`src/rtl/uart_tx_cfg.sv`:
```
// rtl/uart_tx_cfg.sv - configurable UART transmitter with internal TX FIFO
//
// Purpose : Serialises bytes from an internal FIFO onto o_tx. Frame format is
//           5-8 data bits, none/even/odd parity and 1 or 2 stop bits.
//           The format is captured at the start of each frame.
// Optional: `define UART_TX_BREAK_EN adds i_break and a BREAK / mark-after-break
//           sequence.
// Ports   : i_clk, i_reset (async, active-high), i_enable, i_baud_div,
//           i_data_bits, i_parity, i_stop2, i_write, i_data, [i_break],
//           o_ready, o_empty, o_count, o_overflow, o_active, o_tx
module uart_tx_cfg #(
   parameter int FIFO_DEPTH = 16,
   parameter int OVERSAMPLE = 16,
   parameter int CNT_W      = 16
) (
   input  logic                        i_clk,
   input  logic                        i_reset,
   input  logic                        i_enable,
   input  logic [CNT_W-1:0]            i_baud_div,
   input  logic [1:0]                  i_data_bits,
   input  logic [1:0]                  i_parity,
   input  logic                        i_stop2,
   input  logic                        i_write,
   input  logic [7:0]                  i_data,
`ifdef UART_TX_BREAK_EN
   input  logic                        i_break,
`endif
   output logic                        o_ready,
   output logic                        o_empty,
   output logic [$clog2(FIFO_DEPTH):0] o_count,
   output logic                        o_overflow,
   output logic                        o_active,
   output logic                        o_tx
);

   localparam int AW = $clog2(FIFO_DEPTH);
   localparam int SW = $clog2(OVERSAMPLE);
   localparam logic [SW-1:0] OS_LAST = SW'(OVERSAMPLE - 1);

`ifdef UART_TX_BREAK_EN
   typedef enum logic [2:0] {IDLE, START, DATA, PARITY, STOP, BRK, MAB} state_t;
`else
   typedef enum logic [2:0] {IDLE, START, DATA, PARITY, STOP} state_t;
`endif

   state_t        state;

   logic [7:0]    mem [FIFO_DEPTH];
   logic [AW-1:0] wr_ptr;
   logic [AW-1:0] rd_ptr;
   logic [AW:0]   count;
   logic          full;
   logic          empty;
   logic          push;
   logic          pop;
   logic          brk_req;

   logic [CNT_W-1:0] baud_cnt;
   logic [SW-1:0]    sample;
   logic             run;
   logic             tick;
   logic             bit_end;

   logic [7:0]    shreg;
   logic [1:0]    nbits;
   logic          par_en;
   logic          par_bit;
   logic          stop2;
   logic          stop_idx;
   logic [2:0]    bit_idx;
   logic [2:0]    last_idx;
   logic [7:0]    fifo_rd;
   logic [7:0]    data_mask;
   logic          par_calc;

`ifdef UART_TX_BREAK_EN
   assign brk_req = i_break;
`else
   assign brk_req = 1'b0;
`endif

   assign full    = (count == (AW+1)'(FIFO_DEPTH));
   assign empty   = (count == '0);
   assign push    = i_write && !full;
   assign pop     = (state == IDLE) && i_enable && !empty && !brk_req;
   assign o_ready = !full;
   assign o_empty = empty;
   assign o_count = count;

   // Parity is computed from the popped byte when it is latched, so only the
   // bits that will actually be sent contribute.
   assign fifo_rd   = mem[rd_ptr];
   assign data_mask = 8'hFF >> (2'd3 - i_data_bits);
   assign par_calc  = (^(fifo_rd & data_mask)) ^ (i_parity == 2'b10);
   assign last_idx  = {1'b0, nbits} + 3'd4;

   // Baud ticks only run inside timed states; IDLE (and BREAK) hold the
   // divider at 0 so every frame starts with a fresh bit period.
   always_comb begin
      run = i_enable && (state != IDLE);
`ifdef UART_TX_BREAK_EN
      if (state == BRK) run = 1'b0;
`endif
   end

   assign tick    = run && (baud_cnt == i_baud_div);
   assign bit_end = tick && (sample == OS_LAST);

   always_ff @(posedge i_clk) begin
      if (push) mem[wr_ptr] <= i_data;
   end

   always_ff @(posedge i_clk or posedge i_reset) begin
      if (i_reset) begin
         wr_ptr     <= '0;
         rd_ptr     <= '0;
         count      <= '0;
         o_overflow <= 1'b0;
      end else begin
         o_overflow <= i_write && full;
         if (push) wr_ptr <= wr_ptr + 1'b1;
         if (pop)  rd_ptr <= rd_ptr + 1'b1;
         case ({push, pop})
            2'b10:   count <= count + 1'b1;
            2'b01:   count <= count - 1'b1;
            default: count <= count;
         endcase
      end
   end

   always_ff @(posedge i_clk or posedge i_reset) begin
      if (i_reset) begin
         baud_cnt <= '0;
      end else if (!run || (baud_cnt == i_baud_div)) begin
         baud_cnt <= '0;
      end else begin
         baud_cnt <= baud_cnt + 1'b1;
      end
   end

   always_ff @(posedge i_clk or posedge i_reset) begin
      if (i_reset) begin
         state    <= IDLE;
         o_tx     <= 1'b1;
         o_active <= 1'b0;
         sample   <= '0;
         bit_idx  <= '0;
         stop_idx <= 1'b0;
         shreg    <= '0;
         nbits    <= '0;
         par_en   <= 1'b0;
         par_bit  <= 1'b0;
         stop2    <= 1'b0;
      end else if (!i_enable) begin
         // Abort: the frame in flight is dropped, FIFO is untouched.
         state    <= IDLE;
         o_tx     <= 1'b1;
         o_active <= 1'b0;
         sample   <= '0;
      end else begin
         if (tick) sample <= (sample == OS_LAST) ? '0 : sample + 1'b1;
         case (state)
            IDLE: begin
               sample   <= '0;
               o_tx     <= 1'b1;
               o_active <= 1'b0;
               if (brk_req) begin
`ifdef UART_TX_BREAK_EN
                  state    <= BRK;
                  o_tx     <= 1'b0;
                  o_active <= 1'b1;
`endif
               end else if (!empty) begin
                  state    <= START;
                  o_tx     <= 1'b0;
                  o_active <= 1'b1;
                  shreg    <= fifo_rd;
                  nbits    <= i_data_bits;
                  par_en   <= (i_parity == 2'b01) || (i_parity == 2'b10);
                  par_bit  <= par_calc;
                  stop2    <= i_stop2;
                  bit_idx  <= '0;
                  stop_idx <= 1'b0;
               end
            end
            START: begin
               if (bit_end) begin
                  state   <= DATA;
                  o_tx    <= shreg[0];
                  bit_idx <= '0;
               end
            end
            DATA: begin
               if (bit_end) begin
                  if (bit_idx == last_idx) begin
                     if (par_en) begin
                        state <= PARITY;
                        o_tx  <= par_bit;
                     end else begin
                        state    <= STOP;
                        o_tx     <= 1'b1;
                        stop_idx <= 1'b0;
                     end
                  end else begin
                     bit_idx <= bit_idx + 3'd1;
                     shreg   <= shreg >> 1;
                     o_tx    <= shreg[1];
                  end
               end
            end
            PARITY: begin
               if (bit_end) begin
                  state    <= STOP;
                  o_tx     <= 1'b1;
                  stop_idx <= 1'b0;
               end
            end
            STOP: begin
               if (bit_end) begin
                  if (stop2 && !stop_idx) begin
                     stop_idx <= 1'b1;
                  end else begin
                     state    <= IDLE;
                     o_active <= 1'b0;
                  end
               end
            end
`ifdef UART_TX_BREAK_EN
            BRK: begin
               if (!i_break) begin
                  state <= MAB;
                  o_tx  <= 1'b1;
               end
            end
            MAB: begin
               if (bit_end) begin
                  state    <= IDLE;
                  o_active <= 1'b0;
               end
            end
`endif
            default: begin
               state    <= IDLE;
               o_tx     <= 1'b1;
               o_active <= 1'b0;
            end
         endcase
      end
   end

endmodule

```
`config.mk`:
```
export PLATFORM = sky130hd
export DESIGN_NAME = uart_tx_cfg
export DESIGN_NICKNAME = d
export VERILOG_FILES = /design/src/rtl/uart_tx_cfg.sv
export SDC_FILE = /design/constraint.sdc
export NUM_CORES = 1
export LEC_CHECK = 0
export ABC_AREA = 1
export CAP_MARGIN = 20
export CORE_MARGIN = 3
export CORE_UTILIZATION = 60
export CTS_CLUSTER_DIAMETER = 30
export DETAILED_ROUTE_END_ITERATION = 16
export GPL_ROUTABILITY_DRIVEN = 1
export PLACE_DENSITY = 0.89
export SLEW_MARGIN = 10
export SYNTH_ARGS = -nofsm -noshare
export SYNTH_HDL_FRONTEND = slang
export SYNTH_SLANG_ARGS = --single-unit
```
`constraint.sdc`:
```
create_clock -name i_clk -period 2.98 [get_ports i_clk]
set_input_delay 0.298 -clock i_clk [delete_from_list [all_inputs] [get_ports i_clk]]
set_output_delay 0.298 -clock i_clk [all_outputs]
set_load 0.02 [all_outputs]
```
==> impl_metrics.csv, run 1 <==
group,metric,value,unit
critical_path,cp-start-kind,"register",
sta,period_share,92.6,%
clock_network,cts-root-buf,"clkbuf_16",
global_route,grt_antenna_before_repair,0,
power,p_comb_share,40.0,%
layout,antenna_cells,0,
drt,routedWlPerCell,17.0,um
sta,fmax,362,MHz
global_route,grt_pass1_wl,31300,um
layout,stdcell_area,9840,um^2
clock_network,cts_made_buffers,17,
sta,finalSetupViolations,0,
global_route,grt_util_all_layers,25.5,%
die,io_pins,43,
hold_path,hold_class,"primary input to asynchronous set/reset pin",
sta,clock_skew,9.44,ps
clock_network,holdBufCountCts,0,
drt,detail-route-antenna-nets,0,
place,port_buffers,42,
place,routabilityCongestion,0.866,
sta,rsz0062_at_grt,"false",
clock_network,path_clk_slew,60,ps
logic_synthesis,ys_ff_latch,184,
place,dp_hpwl,12000,um
critical_path,cp.arrival,3120,ps
power,ir_drop,0.000546,V
drt,wl,19500,um
logic_synthesis,ys_seq_area_share,61.0,%
place,placed_cell_area,9300,um^2
place,pre_cts_ws,179,ps
power,p_sw_share,40.1,%
layout,utilization,70.6,%
layout,drive_gt1_share,7.27,%
power,p_seq_share,37.1,%
critical_path,worstPathMaxFanout,5,
clock_network,cts_tree,"yes",
power,p_int,5.48,mW
layout,n_fill_cell,924,
drt,drtIter0Drc,835,
clock_network,numClockSinks,184,
logic_synthesis,netlist_instances,896,
run,cap_violations,0,
logic_synthesis,synthFlopType,"edfxtp_1",
die,dieArea,15800,um^2
clock_network,cts_max_level,4,
logic_synthesis,syn_avg_cell_area,9.60,um^2
power,p_leak,4.16,nW
sta,setup_tns,0,ps
layout,syn_to_final_growth,14.4,%
drt,viasPerCell,5.65,
power,net-switching-power,3.66,mW
outcome,outcome,"completed",
die,start_util,61.7,%
sta,drv_slew,0,
clock_network,clock_path_buffers,2,
sta,maxSlewHeadroom,49.5,%
sta,setup_ws,221,ps
global_route,grt_pass1_vias,6348,
logic_synthesis,ys_warn_count,0,
die,coreArea,13900,um^2
drt,drc,0,
drt,vias,6457,
sta,hold_viol_final,0,
die,die_w,126,um
logic_synthesis,synth_cell_types,37,
sta,finalCriticalPeriod,2760,ps
die,die_h,126,um
critical_path,worstPathRequired,3340,ps
layout,final_nets,997,
sta,holdWs,371,ps
critical_path,crit_type,"register to register",
logic_synthesis,syn-cell-area,8600,um^2
logic_synthesis,synth_fp_nets,943,
logic_synthesis,async_reset_ff_share,30.4,%
logic_synthesis,synth_edf_count,128,
power,p_per_area,929,nW/um^2
clock_network,worst_skew_pair.late_latency,440,ps
power,pwr-share-clk,22.9,%
global_route,grt_max_degree,71,
critical_path,endpoint_kind,"register",
sta,tightest_slew,758,ps
die,rows,43,
drt,drt_first_pass_iters,6,
global_route,grt.overflow.total,0,
[through the flow]
| step | instances | power [mW] |
|---|---|---|
| after floorplan | 896 | 5.94 |
| after global placement | 1111 | 6.81 |
| after detailed placement | 1111 | 6.98 |
| after CTS | 1143 | 9.10 |
| after global routing | 1143 | 9.76 |
| final | 1143 | 9.14 |
[power by group through the flow]
stage | Combinational [mW] | Clock (mW) | Sequential, mW
after global placement | 3.40 | 0 | 3.41
after floorplan | 2.52 | 0 | 3.42
after global routing | 4.11 | 2.21 | 3.43
after detailed placement | 3.55 | 0 | 3.43
after CTS | 3.61 | 2.10 | 3.39
final | 3.65 | 2.09 | 3.39
[critical path: stages, from the launching register on]
cell	delay, ps
dfrtp_1	440
nor2_1	240
inv_2	80
nor2_1	160
inv_1	70
nor3_2	290
ha_2	300
inv_1	90
fa_1	360
inv_1	90
a21oi_1	70
nor2_1	90
nor2_1	60
nand2_1	50
nand2_1	40
nor2_1	100
xor2_1	150
[flip-flops by register name, summed over array words and instances, names as in the netlist, 4 cells and up]
name      count
shreg         8
o_count       5
mem         128
rd_ptr        4
sample        4
wr_ptr        4
baud_cnt     16
[cell usage in the layout, fill, tap and decap left out, types with 14 or more instances in the layout]
cell             synthesis  routed
nand2_1                250     250
edfxtp_1               128     128
inv_1                   91      90
nor2_1                  88      88
nand3_1                 78      78
o21ai_0                 55      54
dfrtp_1                 55      54
clkdlybuf4s50_1          0      42
buf_4                    0      22
clkbuf_16                0      17
xnor2_1                 15      15
xor2_1                  14      14
[logic make-up (layout without fill, tap and decap cells)]
group | Yosys count | count (layout) | synth area share (%)
buffers and inverters | 126 | 193 | 5.83
adder cells (fa/ha/maj) | 14 | 14 | 2.12
XOR/XNOR | 29 | 29 | 2.95
AND/OR/NAND/NOR | 453 | 453 | 22.4
AO/OA/AOI/OAI | 90 | 90 | 5.76
flip-flops | 184 | 184 | 61.0
[metal layers]
layer | track usage [%] | share of wire [%] | wire, um | vias up
met1 | 32.6 | 38 | 7450 | 3054
met5 | 0 | 0 | 0 | -
li1 | - | - | - | 3052
met4 | 10.3 | 2.9 | 557 | 0
met3 | 5.51 | 8.6 | 1670 | 51
met2 | 42.9 | 50 | 9790 | 300
[cell type report]
cell class	instances	area, um^2	area share [%]
clock buffers	19	433	4.40
clock inverters	13	105	1.07
multi-input cells	586	2860	29.1
repair buffers	65	606	6.15
inverters	96	360	3.66
well taps	180	225	2.29
flip-flops and latches	184	5250	53.3
[final timing paths]
check,from,end,slack (ps),cells past startpoint
worst max-delay path,state[0],o_count[4],220,16
worst min-delay path,i_reset,o_count[0],370,3
worst max register to register,state[0],o_count[4],220,16
worst min register to register,stop_idx,stop_idx,490,2
max in group asynchronous,i_reset,rd_ptr[0],2080,3
min in group i_clk,i_write,o_overflow,440,3
[cells in the mapped netlist, types with 3 or more instances]
cell type | count | area [um^2]
inv_1 | 91 | 342
nor3b_1 | 9 | 67.6
nand2_1 | 250 | 938
inv_2 | 3 | 11.3
o211ai_1 | 8 | 60.1
ha_1 | 13 | 163
buf_2 | 11 | 55.1
xnor2_1 | 15 | 131
o21ai_1 | 6 | 30.0
dfrtp_1 | 55 | 1380
xor2_1 | 14 | 123
nand3_1 | 78 | 390
clkbuf_1 | 15 | 56.3
nor2_1 | 88 | 330
a21oi_1 | 12 | 60.1
or2_2 | 3 | 18.8
nand4_1 | 6 | 37.5
o21ai_0 | 55 | 275
nor3_1 | 8 | 40.0
o21a_1 | 3 | 22.5
edfxtp_1 | 128 | 3840
o21ai_2 | 3 | 26.3
[repair_timing]
| item | CTS | global route |
|---|---|---|
| buffers inserted | 0 | 0 |
| endpoints found under the setup margin | 0 | 1 |
| hold endpoints to repair | 0 | 0 |
| gates resized for setup | 0 | 1 |
Power figures use the tool's default switching activity.
==> run 2: changes to the inputs <==
CELL_PAD_IN_SITES_DETAIL_PLACEMENT = 0   (was default)
CELL_PAD_IN_SITES_GLOBAL_PLACEMENT = 1   (was default)
CORE_UTILIZATION = 47   (was 60)
CTS_CLUSTER_SIZE = 10   (was default)
PLACE_DENSITY = 0.88   (was 0.89)
SLEW_MARGIN = default   (was 10)
==> run 2 against run 1 <==
Effect of this change:
- hold slack worse by 140 ps
- sequential power hardly changed
- die area is 26% higher
- first-iteration DRC count is 44% lower
- clock skew is 1.7 ps higher
- non-clock buffer count is 4 higher
- utilization is 14 points lower
- critical endpoint unchanged
- largest cell class unchanged
==> impl_metrics.csv, run 2 (synthesized netlist as in run 1, its figures left out) <==
group,metric,value,unit
outcome,outcome,"completed",
power,net-switching-power,3.64,mW
layout,utilization,56.8,%
run,cap_violations,0,
drt,detail-route-antenna-nets,0,
global_route,grt_pass1_vias,5946,
sta,hold_viol_final,0,
place,placed_cell_area,9400,um^2
sta,fmax,375,MHz
sta,maxSlewHeadroom,53.4,%
layout,largest_reg_flops,128,
drt,vias,6070,
critical_path,r2r_slack,310,ps
place,routabilityCongestion,0.854,
global_route,grt_antenna_before_repair,0,
clock_network,numClockSinks,184,
clock_network,cts_made_buffers,17,
critical_path,worstPathRequired,3340,ps
power,pwr-share-clk,24.7,%
clock_network,cts_setup_buffers,0,
die,dieArea,20000,um^2
layout,antenna_cells,0,
power,p_seq_share,36.4,%
clock_network,worst_skew_pair.late_latency,440,ps
drt,drtIter0Drc,465,
critical_path,path_delay_family,"simple AND/OR/NAND/NOR gates",
critical_path,cp-start-kind,"register",
die,start_util,48.9,%
drt,drt_first_pass_iters,5,
hold_path,hold_class,"primary input to asynchronous set/reset pin",
critical_path,slowest_stage,"dfrtp_1",
layout,register_area,5250,um^2
clock_network,path_clk_slew,70,ps
sta,tightest_slew,698,ps
layout,syn_to_final_growth,16.2,%
clock_network,cts_max_level,4,
layout,final_nets,1001,
power,p_int,5.57,mW
sta,holdWs,234,ps
critical_path,reg2reg_to,"o_count[4]",
die,die_w,141,um
sta,finalSetupViolations,0,
critical_path,cp-startpoint,"state[0]",
critical_path,path_common_cell,"nor2_1",
power,p_comb_share,38.9,%
layout,stdcell_area,10000,um^2
sta,period_share,89.5,%
power,power,9.21,mW
sta,rsz0062_at_grt,"false",
global_route,grt.overflow.total,0,
layout,drive_gt1_share,8.27,%
clock_network,cts-root-buf,"clkbuf_16",
critical_path,ff2ff_path_depth,16,
layout,mostFrequentLayoutCell,"nand2_1",
power,ir_drop,0.000495,V
critical_path,path_cells,"nor2_2 -> inv_2 -> nor2_1 -> inv_1 -> nor3_2 -> ha_1 -> inv_1 -> fa_1 -> inv_1 -> a21oi_1 -> nor2_1 -> nor2_1 -> nand2_1 -> nand2_1 -> nor2_1 -> xor2_1",
global_route,grt_util_all_layers,18.7,%
die,io_pins,43,
sta,setup_ws,314,ps
drt,viasPerCell,5.09,
place,dp.cells,1160,
drt,wl,17800,um
place,dp_hpwl,11600,um
critical_path,reg2reg_from,"state[0]",
sta,clock_skew,11.1,ps
drt,routedWlPerCell,14.9,um
critical_path,cpPeakStageDelay,440,ps
die,die_h,141,um
layout,final_cell_mix,"250 x nand2_1, 128 x edfxtp_1, 90 x inv_1, 87 x nor2_1, 78 x nand3_1",
sta,finalCriticalPeriod,2670,ps
critical_path,worstPathMaxFanout,5,
clock_network,cts_tree,"yes",
sta,drv_slew,0,
clock_network,clock_path_buffers,2,
power,p_leak,4.21,nW
critical_path,crit_type,"register to register",
die,rows,48,
place,port_buffers,42,
critical_path,endpoint_kind,"register",
critical_path,crit_buf_inv,4,
critical_path,cp.arrival,3020,ps
place,pre_cts_ws,183,ps
power,p_sw_share,39.5,%
layout,finalNonFillerCells,1192,
global_route,grt_max_degree,58,
layout,regMostFlops,"mem",
power,p_per_area,921,nW/um^2
layout,n_fill_cell,1485,
global_route,grt_pass1_wl,29500,um
sta,setup_tns,0,ps
layout,multi_input_area,2860,um^2
drt,drc,0,
die,coreArea,17600,um^2
layout,largestRegisters,"mem (128), baud_cnt (16), shreg (8)",
==> run 2: cell types whose count changed in the layout (fill, tap and decap cells not counted) <==
cell	previous run	this run
nor2_1	88	87
buf_12	1	2
buf_4	22	25
clkinv_8	0	1
clkbuf_1	2	0
ha_1	12	13
nor2_2	2	3
ha_2	1	0
clkinv_2	2	0
inv_8	0	7
clkinv_1	6	2
==> run 2: power by group through the flow <==
| stage | sequential [mW] | clock, mW | combinational (mW) |
|---|---|---|---|
| after detailed placement | 3.40 | 0 | 3.59 |
| after CTS | 3.36 | 2.31 | 3.61 |
| final | 3.36 | 2.27 | 3.58 |
| after global placement | 3.39 | 0 | 3.53 |
| after global routing | 3.39 | 2.42 | 4.12 |
| after floorplan | 3.42 | 0 | 2.52 |
==> run 2: per-layer routing <==
layer | part of all wire [%] | up-vias | GRT usage, % | wire, um
met5 | 0 | - | 0 | 0
met4 | 1.9 | 0 | 6.43 | 330
met3 | 4.3 | 25 | 3.27 | 761
met2 | 48 | 132 | 30.6 | 8550
met1 | 46 | 2850 | 25.3 | 8160
li1 | - | 3063 | - | -
==> run 2: how the worst max path moves through the flow <==
stage	end	slack, ps	depth (start not counted)
2_1_floorplan	o_count[4]	300	17
3_3_place_gp	o_count[4]	320	14
3_5_place_dp	o_count[4]	180	14
4_1_cts	o_count[4]	260	16
5_1_grt	o_count[4]	20	16
6_report	o_count[4]	310	16
==> run 2: final cells by class <==
type | instances | area share (%)
flip-flops and latches | 184 | 52.5
repair buffers | 69 | 6.48
well taps | 225 | 2.81
multi-input cells | 586 | 28.6
clock inverters | 15 | 1.75
inverters | 96 | 3.60
clock buffers | 17 | 4.25
==> run 2: timing repair <==
item,in CTS,in global routing
setup endpoints to repair,0,1
gates resized for setup,0,1
hold buffers,0,0
==> RTL change (settings of run 2) <==
Make the reset (`i_reset`) synchronous in 3 clocked blocks. Comments in the files are not updated.
--- a/src/rtl/uart_tx_cfg.sv
+++ b/src/rtl/uart_tx_cfg.sv
@@ -111,5 +111,5 @@
    end
 
-   always_ff @(posedge i_clk or posedge i_reset) begin
+   always_ff @(posedge i_clk) begin
       if (i_reset) begin
          wr_ptr     <= '0;
@@ -129,5 +129,5 @@
    end
 
-   always_ff @(posedge i_clk or posedge i_reset) begin
+   always_ff @(posedge i_clk) begin
       if (i_reset) begin
          baud_cnt <= '0;
@@ -139,5 +139,5 @@
    end
 
-   always_ff @(posedge i_clk or posedge i_reset) begin
+   always_ff @(posedge i_clk) begin
       if (i_reset) begin
          state    <= IDLE;
Formal check against the unedited RTL: differs if i_reset is asserted again (counterexample within 4 cycles, from zero or initial values and one cycle with i_reset high); with i_reset held inactive, the same outputs for 10 cycles.
==> RTL change against run 2 <==
Sequential cell count is 4 higher; global-route usage increased by 0.47 points; count of clock-buffer cells in the layout up 2; area after synthesis rose by 0.39%; critical path depth decreased by 3; routed wire length grew 3.2%; total power shrank 14%; setup slack lost 11 ps; clock skew about the same; design area decreased by 0.39%; non-clock buffer count fell by 6; largest power group is now sequential cells.
==> RTL change: results (changes against run 2) <==
Run status
  – Status: completed (unchanged)

Yosys
  – Syn nets: 994 (was 943)
  – Syn Inst Count: 947 (was 896)
  – Synth area leaders: edfxtp_1, dfxtp_1, nand2_1 (was edfxtp_1, dfrtp_1, nand2_1)
  – Distinct cells, synth: 46 (was 37)
  – Sequential share of the synthesized area: 58.4% (was 61.0%)
  – EDFF count, synth: 128 (unchanged)
  – Post-synth top cells: nand2_1, edfxtp_1, inv_1, nor2_1, nand3_1 (unchanged)
  – Post-synth top area share: 44.5% (was 44.7%)
  – Async S/R FF share, synth: 0% (was 30.4%)

Detailed routing
  – DR vias/cell: 5.07 (was 5.09)
  – M1 WL: 8270 microns (was 8160 microns)
  – Met2 wire length: 8870 microns (was 8550 microns)
  – Per-cell routed wire length: 14.9 microns (about the same)
  – Metal3 WL: 926 microns (was 761 microns)
  – Via count: 6257 (was 6070)
  – Initial DRC count: 644 (was 465)

Placed design
  – Pre-CTS setup slack: 322 ps (was 183 ps)
  – HPWL after detailed placement: 11900 microns (was 11600 microns)
  – Dpl cell area: 9380 sq um (was 9400 sq um)
  – Gp weighted congestion: 0.842 (was 0.854)

Clock tree
  – Root Buffer: clkbuf_16 (unchanged)
  – Postcts setup bufs: 0 (unchanged)
  – Worst-Skew Late Latency: 430 ps

Setup path
  – R2R cell count: 13 (was 16)
  – CP endpoint: o_count[4] (unchanged)
  – CP arrival: 2990 ps (was 3020 ps)
  – CP max FO: 6 (was 5)
  – Crit path launch: o_count[0] (was state[0])

Cells and area
  – Nets: 1044 (was 1001)
  – Fillcell total: 1572 (was 1485)
  – Ratio of cells with drive above 1 in the final layout: 6.83% (was 8.27%)

Global route
  – Met2 Usage GRT: 31.3% (was 30.6%)
  – First-pass GRT wire length: 30000 microns (was 29500 microns)
  – Largest net degree at the start of global routing: 71 (was 58)
  – Number of global-route vias before repair: 5937 (was 5946)
  – Met3 usage: 3.13% (was 3.27%)
  – GR Util All Layers: 19.1% (was 18.7%)
  – Grt met1 use: 25.6% (was 25.3%)

Timing
  – Slew HR: 47.9% (was 53.4%)
  – Hold slack: 445 ps (was 234 ps)
  – Setup Skew: 11.2 ps (was 11.1 ps)
  – Max Fclk: 373 MHz (was 375 MHz)

Min path
  – Hold Path Class: in2reg (was in2async)
  – Worst Hold Depth: 3

Power and ir drop
  – Worst VDD drop: 0.000437 V (was 0.000495 V)
  – Switch Pwr: 2.81 mW (was 3.64 mW)
  – Leak: 4.02 nW (was 4.21 nW)
RTL change: final cells by class:
class | count | area, sq um | share of cell area [%]
multi-input cells | 611 | 3000 | 30.2
well taps | 225 | 282 | 2.83
clock buffers | 19 | 433 | 4.35
repair buffers | 63 | 603 | 6.05
inverters | 116 | 440 | 4.42
flip-flops and latches | 188 | 5050 | 50.6
clock inverters | 13 | 155 | 1.56
RTL change: power groups by stage:
| stage | combinational, mW | clock (mW) | sequential (mW) |
|---|---|---|---|
| 4_1_cts | 2.58 | 2.29 | 3.11 |
| 3_5_place_dp | 2.57 | 0 | 3.16 |
| 5_1_grt | 2.94 | 2.40 | 3.13 |
| 6_report | 2.57 | 2.25 | 3.11 |
| 2_1_floorplan | 1.84 | 0 | 3.18 |
| 3_3_place_gp | 2.54 | 0 | 3.16 |
RTL change: critical path, cell delays in order (launching register included):
cell and delay, ps:
dfxtp_1 360, nor4_1 390, nand2_1 160, nand2_1 110
nor2_1 60, ha_1 260, fa_1 430, a21o_1 200
a21oi_1 120, inv_1 60, a21oi_1 100, o21ai_0 110
o21ai_0 150, a21oi_1 50
RTL change: cell families (layout without fill, tap and decap cells):
| logic type | count (synthesis) | in the layout | synth area share, % |
|---|---|---|---|
| AND/OR/NAND/NOR | 466 | 466 | 23.2 |
| flip-flops | 188 | 188 | 58.4 |
| buffers and inverters | 148 | 211 | 6.82 |
| AO/OA/AOI/OAI | 105 | 105 | 6.79 |
| XOR/XNOR | 26 | 26 | 2.64 |
| adder cells (fa/ha/maj) | 14 | 14 | 2.11 |
RTL change: how the worst min path moves through the flow:
stage | from | end
6_report | i_write | o_overflow
3_5_place_dp | shreg[0] | shreg[0]
4_1_cts | i_write | o_overflow
3_3_place_gp | shreg[0] | shreg[0]
2_1_floorplan | i_data[0] | mem[0][0]
5_1_grt | i_write | o_overflow
